--- src/rtl/display_msg_sched_pkg.sv ---
// Shared display types: digit/message packing and the scheduler state encoding.
// Message builders elsewhere in the game use the same packing.
package display_pkg;

    typedef logic [6:0] digit_t;

    // Element [7] is d8 (leftmost digit), element [0] is d1.
    typedef digit_t [7:0] msg_t;

    // {enable, code[4:0], dp}: digit disabled, decimal point off.
    localparam digit_t BLANK_DIGIT = 7'b0000001;
    localparam msg_t   BLANK_MSG   = {8{BLANK_DIGIT}};

    typedef enum logic [1:0] {
        IDLE,
        SHOW,
        GAP
    } sched_state_t;

endpackage

--- src/rtl/display_msg_sched_prio_pick.sv ---
// Combinational fixed-priority picker: the lowest-indexed active request wins.
module prio_pick #(
    parameter int NREQ = 4
) (
    input  logic [NREQ-1:0]         req,
    output logic                    any,
    output logic [$clog2(NREQ)-1:0] idx
);

    localparam int IDW = $clog2(NREQ);

    // Scan from the top down so the lowest set index overwrites last.
    always_comb begin
        idx = '0;
        for (int i = NREQ - 1; i >= 0; i--) begin
            if (req[i]) begin
                idx = i[IDW-1:0];
            end
        end
    end

    assign any = |req;

endmodule

--- src/rtl/display_msg_sched.sv ---
// Time-shares the 8-digit display between prioritized message requesters,
// holding each granted message, then blanking for a gap before the next one.
module display_msg_sched
    import display_pkg::*;
#(
    parameter int NREQ        = 4,
    parameter int HOLD_CYCLES = 100_000_000,
    parameter int GAP_CYCLES  = 10_000_000
) (
    input  logic                    clock,
    input  logic                    reset,
    input  logic [NREQ-1:0]         req,
    input  logic [NREQ*56-1:0]      msg,
    input  logic [55:0]             default_msg,
    output logic [NREQ-1:0]         ack,
    output logic                    busy,
    output logic [$clog2(NREQ)-1:0] active_id,
    output logic [6:0]              d1,
    output logic [6:0]              d2,
    output logic [6:0]              d3,
    output logic [6:0]              d4,
    output logic [6:0]              d5,
    output logic [6:0]              d6,
    output logic [6:0]              d7,
    output logic [6:0]              d8
);

    localparam int IDW     = $clog2(NREQ);
    localparam int CNT_MAX = (HOLD_CYCLES > GAP_CYCLES) ? HOLD_CYCLES : GAP_CYCLES;
    localparam int CW      = $clog2((CNT_MAX > 2) ? CNT_MAX : 2);

    localparam logic [CW-1:0] HOLD_LOAD = CW'(HOLD_CYCLES - 1);
    localparam logic [CW-1:0] GAP_LOAD  = CW'((GAP_CYCLES > 0) ? GAP_CYCLES - 1 : 0);

    sched_state_t    r_state;
    sched_state_t    w_state_nxt;
    logic [CW-1:0]   r_cnt;
    logic [CW-1:0]   w_cnt_nxt;
    msg_t            r_msg;
    msg_t            w_msg_nxt;
    logic [NREQ-1:0] r_ack;
    logic [NREQ-1:0] w_ack_nxt;
    logic            r_busy;
    logic            w_busy_nxt;
    logic [IDW-1:0]  r_active_id;
    logic [IDW-1:0]  w_active_id_nxt;

    logic            w_any;
    logic [IDW-1:0]  w_idx;
    logic            w_grant;
    logic            w_cnt_zero;
    logic            w_preempt;
    logic [55:0]     w_slot [NREQ];

    prio_pick #(
        .NREQ(NREQ)
    ) u_pick (
        .req(req),
        .any(w_any),
        .idx(w_idx)
    );

    for (genvar g = 0; g < NREQ; g++) begin : g_slot
        assign w_slot[g] = msg[56*g +: 56];
    end

    assign w_cnt_zero = (r_cnt == '0);

    // Only the urgent requester preempts, and never its own message.
    assign w_preempt = (r_state == SHOW) && req[0] && (r_active_id != '0);

    always_ff @(posedge clock or posedge reset) begin
        if (reset) begin
            r_state     <= IDLE;
            r_cnt       <= '0;
            r_msg       <= BLANK_MSG;
            r_ack       <= '0;
            r_busy      <= 1'b0;
            r_active_id <= '0;
        end else begin
            r_state     <= w_state_nxt;
            r_cnt       <= w_cnt_nxt;
            r_msg       <= w_msg_nxt;
            r_ack       <= w_ack_nxt;
            r_busy      <= w_busy_nxt;
            r_active_id <= w_active_id_nxt;
        end
    end

    always_comb begin
        w_state_nxt = r_state;
        w_cnt_nxt   = r_cnt;
        w_grant     = 1'b0;
        case (r_state)
            IDLE: begin
                w_grant = w_any;
            end
            SHOW: begin
                if (w_preempt) begin
                    w_grant = 1'b1;
                end else if (w_cnt_zero) begin
                    if (GAP_CYCLES > 0) begin
                        w_state_nxt = GAP;
                        w_cnt_nxt   = GAP_LOAD;
                    end else if (w_any) begin
                        w_grant = 1'b1;
                    end else begin
                        w_state_nxt = IDLE;
                    end
                end else begin
                    w_cnt_nxt = r_cnt - 1'b1;
                end
            end
            GAP: begin
                if (w_cnt_zero) begin
                    if (w_any) begin
                        w_grant = 1'b1;
                    end else begin
                        w_state_nxt = IDLE;
                    end
                end else begin
                    w_cnt_nxt = r_cnt - 1'b1;
                end
            end
            default: begin
                w_state_nxt = IDLE;
            end
        endcase
        if (w_grant) begin
            w_state_nxt = SHOW;
            w_cnt_nxt   = HOLD_LOAD;
        end
    end

    // A grant latches the winner's slot; otherwise the display follows the next state.
    always_comb begin
        w_ack_nxt       = '0;
        w_busy_nxt      = (w_state_nxt != IDLE);
        w_active_id_nxt = r_active_id;
        w_msg_nxt       = r_msg;
        if (w_grant) begin
            w_ack_nxt[w_idx] = 1'b1;
            w_active_id_nxt  = w_idx;
            w_msg_nxt        = w_slot[w_idx];
        end else begin
            case (w_state_nxt)
                IDLE:    w_msg_nxt = default_msg;
                GAP:     w_msg_nxt = BLANK_MSG;
                default: w_msg_nxt = r_msg;
            endcase
        end
    end

    assign ack       = r_ack;
    assign busy      = r_busy;
    assign active_id = r_active_id;
    assign d1        = r_msg[0];
    assign d2        = r_msg[1];
    assign d3        = r_msg[2];
    assign d4        = r_msg[3];
    assign d5        = r_msg[4];
    assign d6        = r_msg[5];
    assign d7        = r_msg[6];
    assign d8        = r_msg[7];

endmodule

--- config.mk ---
export PLATFORM = sky130hd
export DESIGN_NAME = display_msg_sched
export DESIGN_NICKNAME = d
export VERILOG_FILES = /design/src/rtl/display_msg_sched_pkg.sv /design/src/rtl/display_msg_sched_prio_pick.sv /design/src/rtl/display_msg_sched.sv
export SDC_FILE = /design/constraint.sdc
export NUM_CORES = 1
export LEC_CHECK = 0
export CAP_MARGIN = 20
export CELL_PAD_IN_SITES_DETAIL_PLACEMENT = 0
export CELL_PAD_IN_SITES_GLOBAL_PLACEMENT = 1
export CORE_MARGIN = 2
export CORE_UTILIZATION = 30
export CTS_CLUSTER_SIZE = 40
export DETAILED_ROUTE_END_ITERATION = 7
export GPL_ROUTABILITY_DRIVEN = 0
export PLACE_DENSITY = 0.95
export SETUP_SLACK_MARGIN = 0.4
export SLEW_MARGIN = 25
export SYNTH_ARGS = -nofsm -noshare
export SYNTH_HDL_FRONTEND = slang
export SYNTH_SLANG_ARGS = --single-unit
--- constraint.sdc ---
create_clock -name clock -period 4.91 [get_ports clock]
set_clock_uncertainty 0.1 [all_clocks]
set_input_delay 1.2275 -clock clock [delete_from_list [all_inputs] [get_ports clock]]
set_output_delay 1.2275 -clock clock [all_outputs]
set_load 0.02 [all_outputs]
### Word level (Yosys, flattened, before mapping)

Cells that the tools add are included.

| storage, ports and cells | value |
|---|---|
| output and inout port bits | 63 |
| flip-flop bits (word level) | 92 |

| operators by class | value |
|---|---|
| mux-type cells | 27 |
| add/subtract/negate cells | 1 |
| reduce and logical (&&, ||, !) cells | 12 |
| equality and inequality tests | 5 |
| bitwise logic cells | 1 |
| order comparisons | 3 |

Operator list:

| kind | number |
|---|---|
| $mux W56 | 3 |
| $bmux W56 S2 | 1 |
| $pmux W56 S2 | 1 |
| $mux W27 | 4 |
| $pmux W27 S2 | 1 |
| $logic_not A27 Y1 | 1 |
| $sub A27 B1 Y27 const B | 1 |
| $mux W2 | 9 |
| $ne A3 B3 Y1 const B | 2 |
| $pmux W2 S3 | 1 |
| $reduce_bool A3 Y1 | 2 |
| $eq A2 B2 Y1 const B | 2 |
| $logic_not A2 Y1 | 2 |
| $mux W1 | 4 |
| $mux W4 | 1 |
| $reduce_bool A2 Y1 | 2 |
| $reduce_or A4 Y1 | 1 |
| $ge A3 B3 Y1 const B | 1 |
| $logic_and A1 B1 Y1 | 3 |
| $lt A2 B3 Y1 const B | 1 |
| $not A2 Y3 | 1 |
| $pmux W1 S3 | 1 |
| $reduce_and A3 Y1 | 1 |
| $demux W1 S2 | 1 |
| other kinds (2) | 2 |

### Depth between registers and ports, before layout

| logic depth | value |
|---|---|
| depth after elaboration | 9 |
| mapped depth | 10 |
| mapped depth without buffers | 8 |

### Hierarchy

Synthesis repeated with hierarchy kept, for this count alone.

| second synthesis, totals | value |
|---|---|
| cells, all modules | 566 |
| area total of the unflattened synthesis | 5896.9 um^2 |

By module, submodules not included:

| module | area each (um^2) | sequential area each (um^2) | cells each | times used |
|---|---|---|---|---|
| display_msg_sched | 5861.9 | 2312.2 | 559 | 1 |
| prio_pick | 35.0 | 0.0 | 7 | 1 |

### Worst setup path before layout

No wires, ideal clock.

| timing | value |
|---|---|
| path kind | input port to flip-flop |
| from | input port req[0] |
| to | register r_cnt[18] |
| buffers on the path | 3 |
| data arrival time | 2.972 ns |
| setup slack | 1.717 ns |
| setup time | 0.121 ns |
| stages on the path | 7 |
| cell sequence | clkbuf_1 > or4_1 > a22oi_1 > buf_2 > buf_4 > o22ai_1 > a22o_1 |

| between the ends | value |
|---|---|
| word-level cells in the longest chain between the ends | 6 |
| elaborated cells on any way between the ends | 12 |

RTL lines:

| element | RTL line | source |
|---|---|---|
| from (decl) | display_msg_sched.sv:12 | `input logic [NREQ-1:0] req,` |
| $reduce_or A4 Y1 or $logic_and A1 B1 Y1 (tied branches) | display_msg_sched_prio_pick.sv:22, display_msg_sched.sv:70 |  |
| $mux W1 or $logic_and A1 B1 Y1 (tied branches) | display_msg_sched.sv:116, display_msg_sched.sv:70 |  |
| $mux W1, on equally long branches | display_msg_sched.sv:115, display_msg_sched.sv:99 |  |
| $pmux W1 S3 | display_msg_sched.sv:94 | `case (r_state)` |
| $ne A3 B3 Y1 (no source line) or $reduce_bool A3 Y1 (tied branches) | - |  |
| $reduce_and A3 Y1 (no source line) | - |  |
| to (signal assigned) | display_msg_sched.sv:82 | `r_cnt <= w_cnt_nxt;` |
| to (decl) | display_msg_sched.sv:37 | `logic [CW-1:0] r_cnt;` |

Several ways; a longest one is shown, not always the timed one.
A chain may end at the register's enable or synchronous reset.

### Worst setup path in the final report

| timing | value |
|---|---|
| from | input port req[2] |
| to | register r_cnt[20] |

| between the ends | value |
|---|---|
| word-level cells in the longest chain between the ends | 6 |
| elaborated cells on any way between the ends | 9 |

RTL lines:

| element | RTL line | source |
|---|---|---|
| $reduce_or A4 Y1 (*) | display_msg_sched_prio_pick.sv:22 | `assign any = \|req;` |
| $mux W1 | display_msg_sched.sv:116 | `if (w_any) begin` |
| $mux W1 | display_msg_sched.sv:115 | `if (w_cnt_zero) begin` |
| $pmux W1 S3 (*) | display_msg_sched.sv:94 |  |
| $ne A3 B3 Y1 (no source line) or $reduce_bool A3 Y1 (tied branches) | - |  |
| $reduce_and A3 Y1 (no source line) | - |  |

Mark *: on every way between the ends. The rest lies on a longest branch, timed or not.

==> results.py <==
metrics = {
    "final_layout": {
        "final_cells": 1252,
        "post-route-util_pct": 50.6,
        "fillers": 1829,
        "seq_area_um2": 2310,
        "multi_input_area_um2": 3530,
        "area_delta_synth_final_pct": 66.1,
        "stdcell_area_um2": 10200,
        "drive_gt1_share_pct": 6.95,
        "nets": 1261,
    },
    "job": {
        "drv_cap": 0,
    },
    "global_route": {
        "antenna_found_initial": 3,
        "grt.total_usage_pct": 25.2,
        "grt_max_degree": 58,
        "grt_pass1_wl_um": 42800,
        "grt_pass1_vias": 7320,
        "grt_overflow_total": 0,
    },
    "critical_path": {
        "start_kind": "primary input",
        "worstPathMaxFanout": 47,
        "cp-startpoint": "req[2]",
        "timing.rr.start": "r_cnt[0]",
        "crit_type": "primary input to register",
        "end_kind": "register",
        "ff2ff_path_depth": 9,
        "required_ns": 5.04,
        "worstPathArrival_ns": 3.72,
    },
    "power_and_ir_drop": {
        "swShare_pct": 36.6,
        "p_comb_share_pct": 48.8,
        "power.density_nw_per_um2": 373,
        "cellLeakagePower_nw": 3.73,
        "ir_drop_v": 0.000196,
        "seq_power_share_pct": 31.8,
        "clockPowerShare_pct": 19.4,
        "internal-power_w": 0.00241,
        "p_sw_w": 0.00139,
    },
    "logic_synthesis": {
        "async_flop_share_pct": 100,
        "synth_area_leaders": "dfrtp_1 34%, a22oi_1 7.1%, a221o_1 6.0%, a2bb2oi_1 5.9%, a211oi_1 5.0%",
        "synth_edf_count": 0,
        "synth-warning-count": 0,
        "yosysTopAreaCell": "dfrtp_1",
        "syn_area_um2": 6120,
        "synth.distinct_cells": 67,
        "synth_flop_cell": "dfrtp_1",
        "synthesis.nets": 953,
        "yosysMostFrequentCell": "dfrtp_1",
        "yosysSeqAreaShare_pct": 37.8,
        "synth_cells": 666,
        "netlist_top_cells_count": "84 x dfrtp_1, 58 x a22oi_1, 54 x nand2_1",
        "avgSynthCellArea_um2": 9.19,
        "synth_top_cell_area_share_pct": 34.3,
        "ys_ff_latch": 92,
    },
    "timing": {
        "timing.fmax_ghz": 0.279,
        "maxSlewViolCount": 0,
        "rsz0062_at_grt": "no",
        "setup_viol": 0,
        "period_share_pct": 73.1,
        "tightest_slew_ns": 0.926,
        "fin_setup_tns_ns": 0,
        "slew-limit-headroom_pct": 37.8,
        "period_needed_ns": 3.59,
        "final_hold_viol_count": 0,
    },
    "floorplanning": {
        "die_h_um": 147,
        "fp.dieW_um": 147,
        "row_count": 52,
        "core_area_um2": 20100,
        "start_util_pct": 30.5,
        "die-area_um2": 21600,
        "pin_count": 349,
    },
    "clock_network": {
        "cts_tree": "done",
        "clk_pin_slew_ns": 0.07,
        "cts.htree.levels": 3,
        "cts_resized": 0,
        "cts.sinks": 92,
        "cts_hold_buffers": 0,
        "cts_setup_buffers": 0,
        "numCtsBuffers": 9,
        "ctsLongestPathBuffers": 2,
        "clk_latency_ns": 0.35,
        "cts_root_buf": "clkbuf_16",
    },
    "detailed_routing": {
        "drtAntennaViolNets": 0,
        "vias": 7268,
        "drcViolationCount": 0,
        "wirelength_um": 27500,
        "dr.pass1.iters": 7,
        "dr.first_iter.drc_count": 552,
        "avgViaCountPerCell": 5.81,
        "wl_per_cell_um": 22.0,
    },
    "run_status": {
        "status": "completed",
    },
    "placement": {
        "dp_hpwl_um": 20400,
        "placed_area_um2": 9850,
        "placed_cells": 1233,
        "io_buffers": 348,
    },
    "worst_hold_path": {
        "whs_path_depth": 1,
        "hold_path.startpoint": "d8[4]",
        "hold_class": "register to register",
    },
}
[state kept, by name (all words and copies together), names as in the netlist]
name / count
active_id: 2
d1: 7
ack: 4
d5: 7
r_cnt: 27
d6: 7
d8: 7
busy: 1
d7: 7
d2: 7
d4: 7
d3: 7
r_state: 2
[placed cells by master, fill, tap and decap left out, types with 7 or more instances in the layout]
| cell | n |
|---|---|
| a22oi_1 | 57 |
| nand2_1 | 54 |
| a32oi_1 | 11 |
| inv_1 | 9 |
| o31ai_1 | 8 |
| a221oi_1 | 18 |
| o22ai_1 | 18 |
| clkdlybuf4s50_1 | 346 |
| a2bb2oi_1 | 41 |
| nand3_1 | 11 |
| dfrtp_1 | 84 |
| nor3_1 | 21 |
| a221o_1 | 37 |
| nor4_1 | 9 |
| buf_4 | 16 |
| nor2_1 | 35 |
| dfstp_2 | 8 |
| mux2i_1 | 12 |
| a211oi_1 | 41 |
| or3_1 | 9 |
| o21ai_1 | 8 |
| or4_1 | 7 |
| clkbuf_16 | 9 |
[power groups by stage]
stage / clock network (W) / registers, W / logic, W
after floorplan: 0 / 0.00146 / 0.000670
after global placement: 0 / 0.00121 / 0.00183
after detailed placement: 0 / 0.00120 / 0.00186
after CTS: 0.000755 / 0.00120 / 0.00186
after global routing: 0.000783 / 0.00124 / 0.00197
final: 0.000737 / 0.00121 / 0.00185
[final timing paths]
path	endpoint	slack [ns]
max	r_cnt[20]	1.32
min	d8[4]	0.42
max reg2reg	r_cnt[14]	1.54
min reg2reg	d8[4]	0.42
max in group asynchronous	r_cnt[9]	2.70
min in group asynchronous	d1[5]	1.23
[routing by layer]
layer | share of wire [%] | GRT usage (%) | vias to the layer above
met2 | 48 | 40.4 | 350
li1 | - | - | 3324
met1 | 41 | 32.9 | 3539
met4 | 3.2 | 10.3 | 0
met5 | 0 | 0 | -
met3 | 7.3 | 5.99 | 55
[cells by family after synthesis]
logic type	Yosys count	synth area share [%]
buffers and inverters	80	5.42
AND/OR/NAND/NOR	184	15.5
multiplexers	13	2.15
flip-flops	92	37.8
AO/OA/AOI/OAI	296	38.9
adder cells (fa/ha/maj)	1	0.204
[area by class of cell]
| cell class | count | share of cell area, % |
|---|---|---|
| Tap cell | 270 | 3.32 |
| Clock buffer | 10 | 2.35 |
| Multi-Input combinational cell | 494 | 34.7 |
| Sequential cell | 92 | 22.7 |
| Antenna cell | 3 | 0.0738 |
| Inverter | 11 | 0.431 |
| Timing Repair Buffer | 366 | 35.7 |
| Clock inverter | 6 | 0.677 |
[critical path, cell delays in order]
cell and delay, ns:
clkdlybuf4s50_1 0.50, or4_1 0.64, a22oi_2 0.25, buf_4 0.53
o21ai_1 0.23, a211oi_1 0.26, nor3_1 0.07
[per-stage QoR]
step / setup slack (ns) / total power (W) / hold slack (ns)
floorplan: 1.20 / 0.00213 / 0.379
detailed placement: 0.978 / 0.00307 / 0.401
global route: 1.21 / 0.00399 / 0.424
global placement: 1.04 / 0.00303 / 0.397
finish: 1.32 / 0.00380 / 0.418
CTS: 1.35 / 0.00382 / 0.419
(Power assumes the default switching activity.)
